### src/rtl/arbiter_pkg.sv
// Shared definitions for the two-host arbiter: ack codes, FSM states and
// the default slave timeout.
package arbiter_pkg;

    // Ack code returned to the winning host for exactly one cycle.
    typedef enum logic [1:0] {
        ACK_NONE = 2'b00,
        ACK_WR   = 2'b01,
        ACK_RD   = 2'b10,
        ACK_ERR  = 2'b11
    } ack_e;

    // Sequencer states: wait for a request, wait for the slave, answer the host.
    typedef enum logic [1:0] {
        IDLE = 2'd0,
        BUSY = 2'd1,
        DONE = 2'd2
    } state_e;

    // Cycles spent waiting for s_ready before the host gets an error ack.
    localparam int DEFAULT_TIMEOUT = 15;

    // Width of the slave-wait counter; TIMEOUT must fit in it.
    localparam int CNT_W = 8;

    // Success code for a completed slave access, chosen by its direction.
    function automatic ack_e completionAck(input logic isRead);
        return isRead ? ACK_RD : ACK_WR;
    endfunction

endpackage

### src/rtl/arbiter_rr_pick.sv
// Two-way round-robin picker. A lone requester always wins; when both hosts
// request, the pointer names the host that has priority. The pointer itself
// is owned by the caller so it can advance only when a grant completes.
module arbiter_rr_pick (
    input  logic [1:0] req_i,
    input  logic       ptr_i,
    output logic [1:0] win_o
);

    // Resolve the request pair into a one-hot winner (00 when nobody asks).
    always_comb begin
        win_o = 2'b00;
        case (req_i)
            2'b01:   win_o = 2'b01;
            2'b10:   win_o = 2'b10;
            2'b11:   win_o = ptr_i ? 2'b10 : 2'b01;
            default: win_o = 2'b00;
        endcase
    end

endmodule

### src/rtl/arbiter_host_mux.sv
// Shares one slave port between two host ports. One transaction at a time is
// granted with round-robin fairness, registered onto the slave port, and
// answered with data plus a coded ack to the winning host only.
module arbiter_host_mux
    import arbiter_pkg::*;
#(
    parameter int ADDR_W  = 32,
    parameter int DATA_W  = 32,
    parameter int TIMEOUT = DEFAULT_TIMEOUT
) (
    input  logic              clk,
    input  logic              reset,

    input  logic [ADDR_W-1:0] h0_addr,
    input  logic [3:0]        h0_be,
    input  logic              h0_wr,
    input  logic              h0_rd,
    input  logic [DATA_W-1:0] h0_dwr,
    output logic [DATA_W-1:0] h0_drd,
    output logic [1:0]        h0_ack,

    input  logic [ADDR_W-1:0] h1_addr,
    input  logic [3:0]        h1_be,
    input  logic              h1_wr,
    input  logic              h1_rd,
    input  logic [DATA_W-1:0] h1_dwr,
    output logic [DATA_W-1:0] h1_drd,
    output logic [1:0]        h1_ack,

    output logic [ADDR_W-1:0] s_addr,
    output logic [3:0]        s_be,
    output logic [DATA_W-1:0] s_dwr,
    output logic              s_wr,
    output logic              s_rd,
    input  logic [DATA_W-1:0] s_drd,
    input  logic              s_ready,

    output logic [1:0]        grant
);

    localparam logic [CNT_W-1:0] TIMEOUT_C = CNT_W'(TIMEOUT);

    // Registered state
    state_e              state_q;
    logic                ptr_q;
    logic                winner_q;
    logic [CNT_W-1:0]    cnt_q;
    logic [1:0]          grant_q;
    logic [ADDR_W-1:0]   sAddr_q;
    logic [3:0]          sBe_q;
    logic [DATA_W-1:0]   sDwr_q;
    logic                sWr_q;
    logic                sRd_q;
    ack_e                h0Ack_q;
    ack_e                h1Ack_q;
    logic [DATA_W-1:0]   h0Drd_q;
    logic [DATA_W-1:0]   h1Drd_q;

    // Next-state values for the slave request registers and counter
    logic [1:0]          req;
    logic [1:0]          win;
    logic                winIdx;
    logic [ADDR_W-1:0]   sAddr_d;
    logic [3:0]          sBe_d;
    logic [DATA_W-1:0]   sDwr_d;
    logic                sWr_d;
    logic                sRd_d;
    logic                illegal_d;
    logic [CNT_W-1:0]    cnt_d;

    assign req    = {h1_wr | h1_rd, h0_wr | h0_rd};
    assign winIdx = win[1];

    arbiter_rr_pick u_pick (
        .req_i (req),
        .ptr_i (ptr_q),
        .win_o (win)
    );

    // Steer the winning host's request fields toward the slave registers.
    // A host asserting both wr and rd is flagged so it gets an error ack
    // instead of touching the slave.
    always_comb begin
        sAddr_d   = h0_addr;
        sBe_d     = h0_be;
        sDwr_d    = h0_dwr;
        sWr_d     = h0_wr;
        sRd_d     = h0_rd;
        if (winIdx) begin
            sAddr_d = h1_addr;
            sBe_d   = h1_be;
            sDwr_d  = h1_dwr;
            sWr_d   = h1_wr;
            sRd_d   = h1_rd;
        end
        illegal_d = sWr_d & sRd_d;
    end

    // The wait counter saturates so a very large TIMEOUT can never wrap it.
    always_comb begin
        cnt_d = cnt_q;
        if (cnt_q != {CNT_W{1'b1}}) begin
            cnt_d = cnt_q + 1'b1;
        end
    end

    // Arbitration sequencer: grant in IDLE, wait for slave in BUSY, answer
    // the winner for one cycle in DONE and hand priority to the other host.
    always_ff @(posedge clk or posedge reset) begin
        if (reset) begin
            state_q  <= IDLE;
            ptr_q    <= 1'b0;
            winner_q <= 1'b0;
            cnt_q    <= '0;
            grant_q  <= 2'b00;
            sAddr_q  <= '0;
            sBe_q    <= '0;
            sDwr_q   <= '0;
            sWr_q    <= 1'b0;
            sRd_q    <= 1'b0;
            h0Ack_q  <= ACK_NONE;
            h1Ack_q  <= ACK_NONE;
            h0Drd_q  <= '0;
            h1Drd_q  <= '0;
        end else begin
            h0Ack_q <= ACK_NONE;
            h1Ack_q <= ACK_NONE;
            case (state_q)
                IDLE: begin
                    if (|req) begin
                        winner_q <= winIdx;
                        if (illegal_d) begin
                            state_q <= DONE;
                            if (winIdx) begin
                                h1Ack_q <= ACK_ERR;
                            end else begin
                                h0Ack_q <= ACK_ERR;
                            end
                        end else begin
                            sAddr_q <= sAddr_d;
                            sBe_q   <= sBe_d;
                            sDwr_q  <= sDwr_d;
                            sWr_q   <= sWr_d;
                            sRd_q   <= sRd_d;
                            grant_q <= win;
                            cnt_q   <= '0;
                            state_q <= BUSY;
                        end
                    end
                end
                BUSY: begin
                    if (s_ready) begin
                        sWr_q   <= 1'b0;
                        sRd_q   <= 1'b0;
                        grant_q <= 2'b00;
                        state_q <= DONE;
                        if (winner_q) begin
                            h1Ack_q <= completionAck(sRd_q);
                            if (sRd_q) begin
                                h1Drd_q <= s_drd;
                            end
                        end else begin
                            h0Ack_q <= completionAck(sRd_q);
                            if (sRd_q) begin
                                h0Drd_q <= s_drd;
                            end
                        end
                    end else if (cnt_q == TIMEOUT_C) begin
                        sWr_q   <= 1'b0;
                        sRd_q   <= 1'b0;
                        grant_q <= 2'b00;
                        state_q <= DONE;
                        if (winner_q) begin
                            h1Ack_q <= ACK_ERR;
                        end else begin
                            h0Ack_q <= ACK_ERR;
                        end
                    end else begin
                        cnt_q <= cnt_d;
                    end
                end
                DONE: begin
                    ptr_q   <= ~winner_q;
                    state_q <= IDLE;
                end
                default: begin
                    state_q <= IDLE;
                end
            endcase
        end
    end

    assign s_addr = sAddr_q;
    assign s_be   = sBe_q;
    assign s_dwr  = sDwr_q;
    assign s_wr   = sWr_q;
    assign s_rd   = sRd_q;
    assign grant  = grant_q;
    assign h0_ack = h0Ack_q;
    assign h1_ack = h1Ack_q;
    assign h0_drd = h0Drd_q;
    assign h1_drd = h1Drd_q;

endmodule
### config.mk
export PLATFORM = sky130hd
export DESIGN_NAME = arbiter_host_mux
export DESIGN_NICKNAME = d
export VERILOG_FILES = /design/src/rtl/arbiter_pkg.sv /design/src/rtl/arbiter_rr_pick.sv /design/src/rtl/arbiter_host_mux.sv
export SDC_FILE = /design/constraint.sdc
export NUM_CORES = 1
export LEC_CHECK = 0
export CORE_MARGIN = 2
export CORE_UTILIZATION = 42
export CTS_BUF_LIST = sky130_fd_sc_hd__clkbuf_2
export CTS_CLUSTER_SIZE = 24
export DETAILED_ROUTE_END_ITERATION = 10
export PLACE_DENSITY = 0.82
export SYNTH_ARGS = -nofsm -noshare
export SYNTH_HDL_FRONTEND = slang
export SYNTH_HIERARCHICAL = 1
export SYNTH_SLANG_ARGS = --single-unit
### constraint.sdc
create_clock -name clk -period 6 [get_ports clk]
set_clock_uncertainty 0.15 [all_clocks]
set_input_delay 1.2 -clock clk [delete_from_list [all_inputs] [get_ports clk]]
set_output_delay 1.2 -clock clk [all_outputs]
set_load 0.02 [all_outputs]
==> flow_summary.yaml <==
die:
  fp-row-count: 45
  initial_utilization_pct: 43.2
  die_area_sq_um: 16800
  core-area_sq_um: 15300
  io_pins: 315
  die_w_um: 129
  die_h_um: 129
timing:
  layout_min_cycle_time_ns: 3.74
  rsz0062_at_grt: "no"
  worst_slack_ns: 2.26
  hold_viol_final: 0
  tightest_slew_ns: 0.940
  timing.slew.headroom_pct: 37.3
  period_share_pct: 62.4
  setup_viol: 0
  final.setup.tns_ns: 0
  drv_slew: 0
  fmax_ghz: 0.267
yosys:
  synth_edf_count: 0
  yosysWarnings: 6
  synth_area_leaders: "dfrtp_1 (58%), mux2_2 (11%), mux2i_1 (11%)"
  syn_nets: 726
  netlist_top_cells_count: "dfrtp_1 (152), nand2_1 (84), mux2i_1 (72)"
  synth.avg_cell_area_sq_um: 12.0
  synth_top_area_share_pct: 57.5
  synth_area_leader_cell: "dfrtp_1"
  syn-cell-area_sq_um: 6610
  synth_top_flop_cell: "dfrtp_1"
  synthCells: 550
  ys_types: 40
  yosys.cell_count.top_type: "dfrtp_1"
  async_flop_share_pct: 100
  synth_seq_area_share_pct: 57.5
  ys_ff_latch: 152
drt:
  vias: 5438
  drc: 0
  dr.pass1.iters: 5
  vias_per_cell: 5.04
  detail-route-antenna-nets: 0
  drt_first_iter_violations: 225
  routed_wl_um: 18000
  routedWlPerCell_um: 16.7
cts:
  cts.sinks: 152
  clkLatencyLatePin_ns: 0.66
  cts_tree: "built"
  cts_buffers: 17
  htree_levels: 4
  postCtsSetupBuffers: 0
  cts_max_path_buffers: 2
  cts.repair.resized: 0
  cts_root_buffer: "clkbuf_2"
  hold_buffers: 0
  path_clk_slew_ns: 0.18
place:
  dp_hpwl_um: 13800
  dp_cells: 1047
  place_ws_ns: 1.54
  gp_congestion: 0.823
  io_buffers: 314
grt:
  gr-usage-met1_pct: 25.0
  grt_pass1_vias: 5501
  busiest_layer: "met2"
  use_met2_pct: 36.8
  grt_max_degree: 108
  use_met3_pct: 6.40
  gr-usage-all-layers_pct: 21.2
  antenna_found_initial: 1
  grt_pass1_wl_um: 27500
  grt_overflow: 0
job:
  maxCapViolations: 0
setup_path:
  critical_path_arrival_ns: 4.16
  path_class: "in -> reg"
  required_ns: 6.42
  critPathLaunchType: "primary input"
  end_kind: "flop"
  critical_path.max_fanout: 95
layout:
  nets: 1031
  area_growth_pct: 52.5
  drive_gt1_share_pct: 12.9
  fin_cells: 1080
power:
  powerDensity_nw_per_um2: 473
  p_leak_nw: 4.36
  vdd_drop_max_v: 0.000304
min_path:
  worstHoldPathType: "reg -> reg"
outcome:
  status: "complete, no violations"
==> kinds of logic after synthesis <==
group / share of synthesized area [%]
fa+ha+maj: 0.189
buf+inv: 3.62
compound gates: 7.95
flops: 57.5
simple gates: 8.56
mux: 22.1
==> report_power, final <==
part           leakage (nW)  internal (mW)  switching (mW)
sequential             1.91           1.47           0.262
clock                 0.124          0.151           0.355
combinational          2.32           1.22            1.31
==> critical path: stages <==
cell             delay, ns
clkdlybuf4s50_1       0.45
or2_2                 0.35
a21boi_4              0.25
buf_4                 0.33
nand3b_1              0.27
nand4_4               0.56
buf_12                0.45
o21ai_0               0.24
==> placed cells by master, fill, tap and decap left out, types with 2 or more instances in the layout <==
cell and count:
dfrtp_1 152, clkdlybuf4s50_1 314, a21oi_1 2, a31oi_1 4, nor2_2 2, o21ai_1 6
inv_6 3, or3_1 3, o21ai_0 70, and3_1 3, nand4_1 3, nand2b_1 2
mux2i_1 72, clkinv_2 4, clkinvlp_4 4, o41a_1 2, or4_4 2, inv_1 4
o211ai_1 2, o2bb2ai_1 2, mux2_2 66, a22o_1 2, nand3b_1 2, buf_4 5
nor2_1 5, nor4_1 2, nand3_1 6, clkbuf_2 20, nor3_1 6, nand2_1 84
or2_2 2
==> metal layers <==
| layer | wire length [um] | vias to the layer above |
|---|---|---|
| met2 | 9220 | 267 |
| met4 | 306 | 0 |
| met3 | 1460 | 21 |
| li1 | - | 2546 |
| met5 | 0 | - |
| met1 | 7050 | 2604 |
==> final cells by class <==
cell class                 instances  area (sq um)
fill                            1159          5230
sequential                       152          3800
timing repair buffer             320          3200
multi-input combinational        359          2590
tap                              211           264
clock inverter                    12           101
clock buffer                      20           100
inverter                           5          23.8
antenna                            1          2.50
==> worst paths after layout <==
kind | cells after the start | endpoint | slack (ns) | from
worst max-delay path | 8 | s_addr[22] | 2.26 | h0_rd
worst min-delay path | 2 | s_addr[7] | 0.35 | s_addr[7]
worst max register to register | 7 | s_addr[22] | 3.09 | ptr_q
worst min register to register | 2 | s_addr[7] | 0.35 | s_addr[7]
max in group asynchronous | 3 | s_be[2] | 3.55 | reset
min in group asynchronous | 2 | h1_drd[9] | 0.94 | reset
==> per-stage QoR <==
step                      hold WS, ns  total power, mW  cell area (sq um)  util [%]
after floorplan                 0.333             3.10               6610         -
after global placement          0.310             4.21               9880      64.5
after detailed placement        0.319             4.32               9880      64.5
after CTS                       0.359             4.82              10100      65.8
after global routing            0.385             5.07              10100      65.8
final                           0.353             4.77              10100      65.8
==> registers in the layout, indices dropped and copies added, names as in the netlist <==
signal,flops
state_q,2
h0_ack,2
winner_q,1
h0_drd,32
grant,2
ptr_q,1
s_be,4
s_rd,1
h1_drd,32
s_dwr,32
s_addr,32
h1_ack,2
cnt_q,8
s_wr,1
Power figures use the tool's default switching activity.
